==> src/rtl/uart_pkg.sv <==
// Shared types and helpers for the UART receive path.
package uart_pkg;

  typedef enum logic [2:0] {IDLE, START, DATA, STOP, BREAK} rx_state_t;

  // Clocks per oversample tick, integer floor.
  function automatic int calc_div(input int clk_freq, input int baud, input int ovs);
    return clk_freq / (baud * ovs);
  endfunction

endpackage

==> src/rtl/uart_byte_receiver_if.sv <==
// Receiver output bundle towards data_encoder_decoder / mem_communication_interface.
interface uart_byte_receiver_if #(
  parameter int UART_WIDTH = 8
);
  import uart_pkg::*;

  // rx_new_byte_indicate pulses once when a frame's start bit is accepted; rxByteReady high
  // means no frame in progress and byteFromRx is valid and stable. There is no back-pressure.
  logic [UART_WIDTH-1:0] byteFromRx;
  logic                  rxByteReady;
  logic                  rx_new_byte_indicate;
  logic                  rx_frame_err;
  rx_state_t             dbg_state;

  modport master (
    output byteFromRx, rxByteReady, rx_new_byte_indicate, rx_frame_err, dbg_state
  );

  modport slave (
    input byteFromRx, rxByteReady, rx_new_byte_indicate, rx_frame_err, dbg_state
  );

endinterface

==> src/rtl/uart_baud_tick.sv <==
// Free-running oversample tick: one-cycle pulse every DIV clocks.
module uart_baud_tick #(
  parameter int DIV = 27
) (
  input  logic clk,
  input  logic rstN,
  output logic tick
);

  localparam int            CW   = (DIV > 1) ? $clog2(DIV) : 1;
  localparam logic [CW-1:0] LAST = CW'(DIV - 1);

  logic [CW-1:0] r_cnt;

  always_ff @(posedge clk or negedge rstN) begin
    if (!rstN)              r_cnt <= '0;
    else if (r_cnt == LAST) r_cnt <= '0;
    else                    r_cnt <= r_cnt + CW'(1);
  end

  assign tick = (r_cnt == LAST);

endmodule

==> src/rtl/uart_byte_receiver.sv <==
// Oversampling 8N1 UART receiver with start-glitch rejection and sticky framing error.
module uart_byte_receiver
  import uart_pkg::*;
#(
  parameter int CLK_FREQ   = 50_000_000,
  parameter int BAUD_RATE  = 115200,
  parameter int OVERSAMPLE = 16,
  parameter int UART_WIDTH = 8,
  parameter int DIV        = calc_div(CLK_FREQ, BAUD_RATE, OVERSAMPLE)
) (
  input  logic                clk,
  input  logic                rstN,
  input  logic                rx,
  uart_byte_receiver_if.master rx_if
);

  localparam int            SW     = $clog2(OVERSAMPLE);
  localparam int            BW     = $clog2(UART_WIDTH + 1);
  localparam logic [SW-1:0] S_MID  = SW'(OVERSAMPLE / 2 - 1);
  localparam logic [SW-1:0] S_LAST = SW'(OVERSAMPLE - 1);
  localparam logic [BW-1:0] B_LAST = BW'(UART_WIDTH - 1);

  logic                  r_sync1, r_sync2;
  logic                  w_rx_s;
  logic                  w_tick;
  rx_state_t             r_state,   w_state_nxt;
  logic [SW-1:0]         r_s_cnt,   w_s_cnt_nxt;
  logic [BW-1:0]         r_bit_cnt, w_bit_cnt_nxt;
  logic [UART_WIDTH-1:0] r_shift,   w_shift_nxt;
  logic [UART_WIDTH-1:0] r_byte,    w_byte_nxt;
  logic                  r_ready,   w_ready_nxt;
  logic                  r_pulse,   w_pulse_nxt;
  logic                  r_err,     w_err_nxt;

  uart_baud_tick #(.DIV(DIV)) u_tick (
    .clk  (clk),
    .rstN (rstN),
    .tick (w_tick)
  );

  // Two-flop synchronizer; idle-high reset so a reset never looks like a start bit.
  always_ff @(posedge clk or negedge rstN) begin
    if (!rstN) begin
      r_sync1 <= 1'b1;
      r_sync2 <= 1'b1;
    end else begin
      r_sync1 <= rx;
      r_sync2 <= r_sync1;
    end
  end

  assign w_rx_s = r_sync2;

  always_ff @(posedge clk or negedge rstN) begin
    if (!rstN) begin
      r_state   <= IDLE;
      r_s_cnt   <= '0;
      r_bit_cnt <= '0;
      r_shift   <= '0;
      r_byte    <= '0;
      r_ready   <= 1'b1;
      r_pulse   <= 1'b0;
      r_err     <= 1'b0;
    end else begin
      r_state   <= w_state_nxt;
      r_s_cnt   <= w_s_cnt_nxt;
      r_bit_cnt <= w_bit_cnt_nxt;
      r_shift   <= w_shift_nxt;
      r_byte    <= w_byte_nxt;
      r_ready   <= w_ready_nxt;
      r_pulse   <= w_pulse_nxt;
      r_err     <= w_err_nxt;
    end
  end

  always_comb begin
    w_state_nxt   = r_state;
    w_s_cnt_nxt   = r_s_cnt;
    w_bit_cnt_nxt = r_bit_cnt;
    w_shift_nxt   = r_shift;
    w_byte_nxt    = r_byte;
    w_ready_nxt   = r_ready;
    w_pulse_nxt   = 1'b0;
    w_err_nxt     = r_err;

    // Explicit wrap keeps the bit period correct for non-power-of-two OVERSAMPLE.
    if (w_tick && r_state != IDLE && r_state != BREAK)
      w_s_cnt_nxt = (r_s_cnt == S_LAST) ? '0 : r_s_cnt + SW'(1);

    case (r_state)
      IDLE: begin
        if (!w_rx_s) begin
          w_state_nxt = START;
          w_s_cnt_nxt = '0;
        end
      end
      START: begin
        if (w_tick && r_s_cnt == S_MID) begin
          if (!w_rx_s) begin
            w_state_nxt   = DATA;
            w_s_cnt_nxt   = '0;
            w_bit_cnt_nxt = '0;
            w_pulse_nxt   = 1'b1;
            w_ready_nxt   = 1'b0;
            w_err_nxt     = 1'b0;
          end else begin
            w_state_nxt = IDLE;
          end
        end
      end
      DATA: begin
        if (w_tick && r_s_cnt == S_LAST) begin
          w_shift_nxt   = {w_rx_s, r_shift[UART_WIDTH-1:1]};
          w_bit_cnt_nxt = r_bit_cnt + BW'(1);
          if (r_bit_cnt == B_LAST) w_state_nxt = STOP;
        end
      end
      STOP: begin
        if (w_tick && r_s_cnt == S_LAST) begin
          w_ready_nxt = 1'b1;
          if (w_rx_s) begin
            w_byte_nxt  = r_shift;
            w_state_nxt = IDLE;
          end else begin
            w_err_nxt   = 1'b1;
            w_state_nxt = BREAK;
          end
        end
      end
      BREAK: begin
        if (w_rx_s) w_state_nxt = IDLE;
      end
      default: w_state_nxt = IDLE;
    endcase
  end

  assign rx_if.byteFromRx           = r_byte;
  assign rx_if.rxByteReady          = r_ready;
  assign rx_if.rx_new_byte_indicate = r_pulse;
  assign rx_if.rx_frame_err         = r_err;
  assign rx_if.dbg_state            = r_state;

endmodule

==> src/flat_wrapper.sv <==
// flat-port wrapper written by rule: the top's interface ports become plain ports
module uart_byte_receiver_flat import uart_pkg::*;
#(
  parameter int CLK_FREQ   = 50_000_000,
  parameter int BAUD_RATE  = 115200,
  parameter int OVERSAMPLE = 16,
  parameter int UART_WIDTH = 8,
  parameter int DIV        = calc_div(CLK_FREQ, BAUD_RATE, OVERSAMPLE)
)
  (clk, rstN, rx, rx_if_byteFromRx, rx_if_rxByteReady, rx_if_rx_new_byte_indicate, rx_if_rx_frame_err, rx_if_dbg_state);
  uart_byte_receiver_if #(.UART_WIDTH(UART_WIDTH)) rx_if_i ();
  input  logic clk;
  input  logic rstN;
  input  logic rx;
  output wire logic [$bits(rx_if_i.byteFromRx)-1:0] rx_if_byteFromRx;
  output wire logic [$bits(rx_if_i.rxByteReady)-1:0] rx_if_rxByteReady;
  output wire logic [$bits(rx_if_i.rx_new_byte_indicate)-1:0] rx_if_rx_new_byte_indicate;
  output wire logic [$bits(rx_if_i.rx_frame_err)-1:0] rx_if_rx_frame_err;
  output wire logic [$bits(rx_if_i.dbg_state)-1:0] rx_if_dbg_state;
  assign rx_if_byteFromRx = rx_if_i.byteFromRx;
  assign rx_if_rxByteReady = rx_if_i.rxByteReady;
  assign rx_if_rx_new_byte_indicate = rx_if_i.rx_new_byte_indicate;
  assign rx_if_rx_frame_err = rx_if_i.rx_frame_err;
  assign rx_if_dbg_state = rx_if_i.dbg_state;
  uart_byte_receiver #(.CLK_FREQ(CLK_FREQ), .BAUD_RATE(BAUD_RATE), .OVERSAMPLE(OVERSAMPLE), .UART_WIDTH(UART_WIDTH), .DIV(DIV)) u_core (.clk(clk), .rstN(rstN), .rx(rx), .rx_if(rx_if_i));
endmodule
==> config.mk <==
export PLATFORM = sky130hd
export DESIGN_NAME = uart_byte_receiver_flat
export DESIGN_NICKNAME = d
export VERILOG_FILES = /design/src/rtl/uart_pkg.sv /design/src/rtl/uart_byte_receiver_if.sv /design/src/rtl/uart_baud_tick.sv /design/src/rtl/uart_byte_receiver.sv /design/src/flat_wrapper.sv
export SDC_FILE = /design/constraint.sdc
export NUM_CORES = 1
export LEC_CHECK = 0
export ABC_AREA = 1
export CORE_ASPECT_RATIO = 0.8
export CORE_MARGIN = 8
export CORE_UTILIZATION = 50
export CTS_CLUSTER_DIAMETER = 40
export DETAILED_ROUTE_END_ITERATION = 8
export PLACE_DENSITY = 0.8
export SLEW_MARGIN = 10
export SYNTH_ARGS = -nofsm -noshare
export SYNTH_HDL_FRONTEND = slang
export SYNTH_SLANG_ARGS = --single-unit
export TNS_END_PERCENT = 5
==> constraint.sdc <==
create_clock -name clk -period 1.4 [get_ports clk]
set_input_delay 0.21 -clock clk [delete_from_list [all_inputs] [get_ports clk]]
set_output_delay 0.21 -clock clk [all_outputs]
set_load 0.005 [all_outputs]
Yosys cells after proc, flatten, opt, wreduce, memory -nomap -nowiden
Cells that the tools add are included.
- register bits: 37
- output and inout bits: 14
- reductions and logical operators: 14
- $add $sub $neg: 3
- multiplexer cells: 29
- equal/unequal tests: 17
- operator list (kind ; count):
    2-to-1 mux 4 bit ; 7
    2-to-1 mux 3 bit ; 7
    case mux 4 bit (2 select lines) ; 2
    case mux 3 bit (5 select lines) ; 1
    != test 2 x 1 -> 1 bit, second input constant ; 5
    adder 4 x 1 -> 4 bit, second input constant ; 2
    == test 4 x 3 -> 1 bit, second input constant ; 2
    2-to-1 mux 1 bit ; 8
    AND reduction 4 bit ; 2
    == test 3 x 2 -> 1 bit, second input constant ; 2
    != test 2 bit, second input constant ; 3
    AND reduction 6 bit ; 1
    adder 5 x 1 -> 5 bit, second input constant ; 1
    == test 5 bit, second input constant ; 1
    2-to-1 mux 5 bit ; 1
    AND reduction 5 bit ; 1
    == test 4 bit, second input constant ; 1
    logical AND 1 bit ; 4
    case mux 1 bit (2 select lines) ; 2
    nonzero test 2 bit ; 2
    == test 3 x 1 -> 1 bit, second input constant ; 1
    == test 3 bit, second input constant ; 1
    logical NOT 3 bit ; 1
    != test 3 bit, second input constant ; 1
    4 further kinds ; 4

Longest topological paths before layout
- depth after elaboration: 7
- gate-level depth with buffers: 11
- mapped depth without buffers: 11

Hierarchy
Synthesis repeated with hierarchy kept, for this count alone.
- cell total of the unflattened synthesis: 196
- area, all modules: 1834.3 µm²
- modules (own cells, without submodules) (module ; area each (µm²) ; cells each ; instances):
    uart_byte_receiver ; 1589.0 ; 167 ; 1
    uart_baud_tick ; 245.2 ; 29 ; 1

Worst setup path before layout
Ideal clock, no wire load.
- path kind: flip-flop to flip-flop
- from: reg u_core.u_tick.r_cnt[0]
- to: reg u_core.r_byte[5], in the netlist u_core.rx_if.byteFromRx[5]
- data arrival time: 1.380 ns
- required time: 1.283 ns
- cell stages (with the launch flop): 11
- period minus slack after synthesis: 1.497 ns
- slack: -0.097 ns
- library setup time: 0.117 ns
- path through: dfrtp_1 > inv_1 > ha_1 > nand2_4 > nor2_8 > nand2_4 > nor2_4 > nand2_4 > buf_6 > nand2_2 > o21ai_2
- cells in the longest elaborated chain, start to end: 3
- RTL lines (what ; RTL line ; source):
    start, declared ; uart_baud_tick.sv:13 ; logic [CW-1:0] r_cnt;
    start signal, assigned ; uart_baud_tick.sv:18 ; else r_cnt <= r_cnt + CW'(1);
    == test 5 bit ; uart_baud_tick.sv:21 ; assign tick = (r_cnt == LAST);
    logical AND 1 bit ; uart_byte_receiver.sv:119 ; if (w_tick && r_s_cnt == S_LAST) begin
    AND reduction 3 bit (no source line) ; - ;
    end signal, assigned ; uart_byte_receiver.sv:69 ; r_byte <= w_byte_nxt;
    end, declared ; uart_byte_receiver.sv:30 ; logic [UART_WIDTH-1:0] r_byte, w_byte_nxt;
No other way between the ends.
A chain may end at the register's enable or synchronous reset.

Worst setup path in the final report
- from: reg u_core.u_tick.r_cnt[0]
- to: reg u_core.r_shift[2]
- cells in the longest elaborated chain, start to end: 3
- RTL lines (what ; RTL line ; source):
    == test 5 bit ; uart_baud_tick.sv:21 ;
    logical AND 1 bit ; uart_byte_receiver.sv:112 ; if (w_tick && r_s_cnt == S_LAST) begin
    AND reduction 2 bit (no source line) ; - ;
    end signal, assigned ; uart_byte_receiver.sv:68 ; r_shift <= w_shift_nxt;
    end, declared ; uart_byte_receiver.sv:29 ; logic [UART_WIDTH-1:0] r_shift, w_shift_nxt;
No other way between the ends.

==> metrics.yaml <==
status: "finished, violations left"
violations: "negative setup slack"
yosys.area_share.simple: 0.2504
cts_tree: "done"
synth_compound_area_frac: 0.1128
ys_ff_latch: 37
relSlewSlack: 0.7170
ant_nets: 0
cts_root_buf: "clkbuf_8"
ys_warn_count: 0
end_kind: "flip-flop"
grt.overflow.total: 0
switching_share: 0.2266
p_int_uw: 1429
hold_depth: 1
nNetsFinal: 234
synthDistinctLibCells: 26
crit_required_ns: 1.57
drt-pass1-iter-count: 4
synthCells: 191
die_width_um: 82.41
hold_violations: 0
fmax_ghz: 0.6788
regArea_sq_um: 929.6
place_ws_ns: -0.1141
cts_setup_buffers: 0
switchingPower_uw: 418.7
cts_buffer_depth: 2
grt_pass1_wl_mm: 5.637
power.leakage_uw: 0.001187
synth-seq-area-share: 0.5270
min_period_over_period: 1.052
cpPeakStageDelay_ns: 0.38
rr_endpoint: "u_core.r_shift[2]"
yosys.area_share.xor_xnor: 0.01489
nFillCells: 273
drive_gt1_frac: 0.2719
core_sq_um: 3400
syn_avg_cell_area_sq_um: 9.237
hold_end: "u_core.r_sync1"
crit_path_cell_trace: "inv_1, ha_2, nand2_4, nor2_8, buf_4, nand3_4, nand2_1, o21ai_0"
wire_per_inst_um: 12.10
hold_start: "rx"
cp_max_fo: 18
yosys.area.top_type_share: 0.4823
placed_cells: 261
cts.sinks: 37
synth_top_family_by_area: "simple AND/OR/NAND/NOR gates"
power_uw: 1848
fin_crit_ns: 1.473
rsz0062_at_grt: "yes"
area_growth_pct: 25.46
start_util: 0.5190
port_buffers: 16
yosysTopAreaCell: "dfrtp_1"
cts_max_level: 2
hold_path.class: "primary input to flip-flop"
crit_arrival_ns: 1.65
r2r-start: "u_core.u_tick.r_cnt[0]"
multiInputGateArea_sq_um: 750.7
synthesis.nets: 198
clkLatencyLatePin_ns: 0.29
fp.dieH_um: 69.13
grt_max_degree: 22
synth_fa_ha_area_frac: 0.02837
die-area_sq_um: 5697
setup_viol: 22
fin_cells: 270
ir_drop_uv: 735.5
path_clk_slew_ns: 0.08
synth_area_leaders: "dfrtp_1, nand2_1, o21ai_0"
setup_ws_ns: -0.07320
seqPwrFrac: 0.584
grt_pass1_vias: 1256
maxSlewViolCount: 0
numCtsBuffers: 5
muxShareOfSynthArea: 0
gp_congestion: 0.8233
finalClockSkew_ns: 0.008745
dp_hpwl_mm: 2.432
drv_cap: 0
num_rows: 19
grt_usage: 0.1251
worstSetupStartpointType: "flip-flop"
path_class: "flip-flop to flip-flop"
routed_wl_mm: 3.267
rr_worst_depth: 8
pwr_density_cell_nw_per_um2: 834.8
pwr-share-comb: 0.021
drt_iter0_drc: 87
antenna_found_initial: 0
critPathSlowestCell: "dfrtp_1"
routed-via-count: 1307
io_pins: 17
reg2reg_slack_ns: -0.07
clockPowerShare: 0.395
tns_ns: -0.7631
syn_area_sq_um: 1764
routed_via_density: 4.841
antennaDiodeCount: 0
worstMarginPinSlew_ns: 0.4245
drc: 0
-- worst max-delay path, delay by kind of cell (launching register included) --
family	cells	cell delay (ns)
buf+inv	2	0.20
flops	1	0.38
fa+ha+maj	1	0.19
simple gates	4	0.49
compound gates	1	0.09
-- flip-flops by register name (all words and copies together) (netlist names) --
| name | count |
|---|---|
| u_core.r_shift | 8 |
| u_core.rx_if.byteFromRx | 8 |
| u_core.u_tick.r_cnt | 5 |
| u_core.r_bit_cnt | 4 |
| u_core.r_s_cnt | 4 |
| u_core.rx_if.dbg_state | 3 |
| u_core.r_sync1 | 1 |
| u_core.r_sync2 | 1 |
| u_core.rx_if.rxByteReady | 1 |
| u_core.rx_if.rx_frame_err | 1 |
| u_core.rx_if.rx_new_byte_indicate | 1 |
-- how the worst max path moves through the flow --
stage / startpoint / endpoint / cells past startpoint
global route: u_core.u_tick.r_cnt[0] / u_core.r_s_cnt[2] / 9
finish: u_core.u_tick.r_cnt[0] / u_core.r_shift[2] / 8
global placement: u_core.u_tick.r_cnt[0] / u_core.r_s_cnt[3] / 9
floorplan: u_core.u_tick.r_cnt[0] / u_core.rx_if.byteFromRx[5] / 10
detailed placement: u_core.u_tick.r_cnt[0] / u_core.r_s_cnt[3] / 9
CTS: u_core.u_tick.r_cnt[0] / u_core.r_shift[2] / 8
-- metrics by stage --
| step | hold slack (ns) | util | cell area, sq um |
|---|---|---|---|
| 6_report | 0.3221 | 0.6511 | 2213 |
| 3_3_place_gp | 0.1599 | 0.6106 | 2076 |
| 4_1_cts | 0.3130 | 0.6437 | 2188 |
| 2_1_floorplan | -0.08559 | - | 1770 |
| 3_5_place_dp | 0.1771 | 0.6106 | 2076 |
| 5_1_grt | 0.3255 | 0.6511 | 2213 |
-- layout make-up --
cell class | count | area share
Clock inverter | 3 | 0.007914
Timing Repair Buffer | 31 | 0.1323
Tap cell | 42 | 0.02374
Clock buffer | 5 | 0.03109
Inverter | 27 | 0.04579
Multi-Input combinational cell | 125 | 0.3392
Sequential cell | 37 | 0.4200
-- synth_stat cells --
| cell type | count |
|---|---|
| nor2_1 | 14 |
| nand3_4 | 1 |
| nor2_2 | 1 |
| o31ai_2 | 1 |
| xor2_1 | 3 |
| nor3_2 | 1 |
| ha_1 | 4 |
| nor2_4 | 2 |
| nor2_8 | 2 |
| dfstp_2 | 3 |
| o21ai_0 | 20 |
| a21oi_1 | 3 |
| nor3_1 | 1 |
| nand3_1 | 7 |
| nand3b_1 | 1 |
| nand2_1 | 47 |
| dfrtp_1 | 34 |
| o21ai_2 | 7 |
| nand3_2 | 1 |
| inv_2 | 6 |
| nand2_4 | 3 |
| o21ai_1 | 2 |
| inv_1 | 21 |
| buf_6 | 1 |
| buf_2 | 1 |
| nand2_2 | 4 |
-- layer usage --
| layer | global-route usage | part of all wire | vias up |
|---|---|---|---|
| met5 | 0 | 0 | - |
| met4 | 0.06031 | 0.019 | 0 |
| met3 | 0.03497 | 0.047 | 6 |
| met2 | 0.1885 | 0.47 | 17 |
| met1 | 0.1583 | 0.46 | 610 |
| li1 | - | - | 674 |
-- power groups by stage --
stage                     clock, uW  sequential, uW  combinational, uW
after global routing            786            1080               45.0
after global placement            0            1100               36.9
final                           730            1080               39.0
after floorplan                   0            1100               4.01
after CTS                       751            1080               40.0
after detailed placement          0            1100               37.8
-- logic make-up (layout without fill, tap and decap cells) --
kind of cell,count (synthesis),after routing
simple gates,85,85
flops,37,37
compound gates,33,33
buf+inv,29,66
fa+ha+maj,4,4
xor+xnor,3,3
-- what timing repair did --
item / CTS / global route
pin swaps: 4 / 0
hold buffers: 1 / 0
setup endpoints to repair: 32 / 35
endpoints found under the hold margin: 15 / 0
resized for setup: 12 / 13
-- layout by cell type (no fill, tap or decap), types with 6 or more instances in the layout --
cell,n
inv_1,19
o21ai_0,14
nor2_1,12
dfrtp_1,34
nand2_2,6
o21ai_2,7
inv_2,8
o21ai_1,8
buf_4,13
dlymetal6s2s_1,6
nand3_1,7
nand2_1,45
Note: power is estimated with default switching activity, not from simulation.
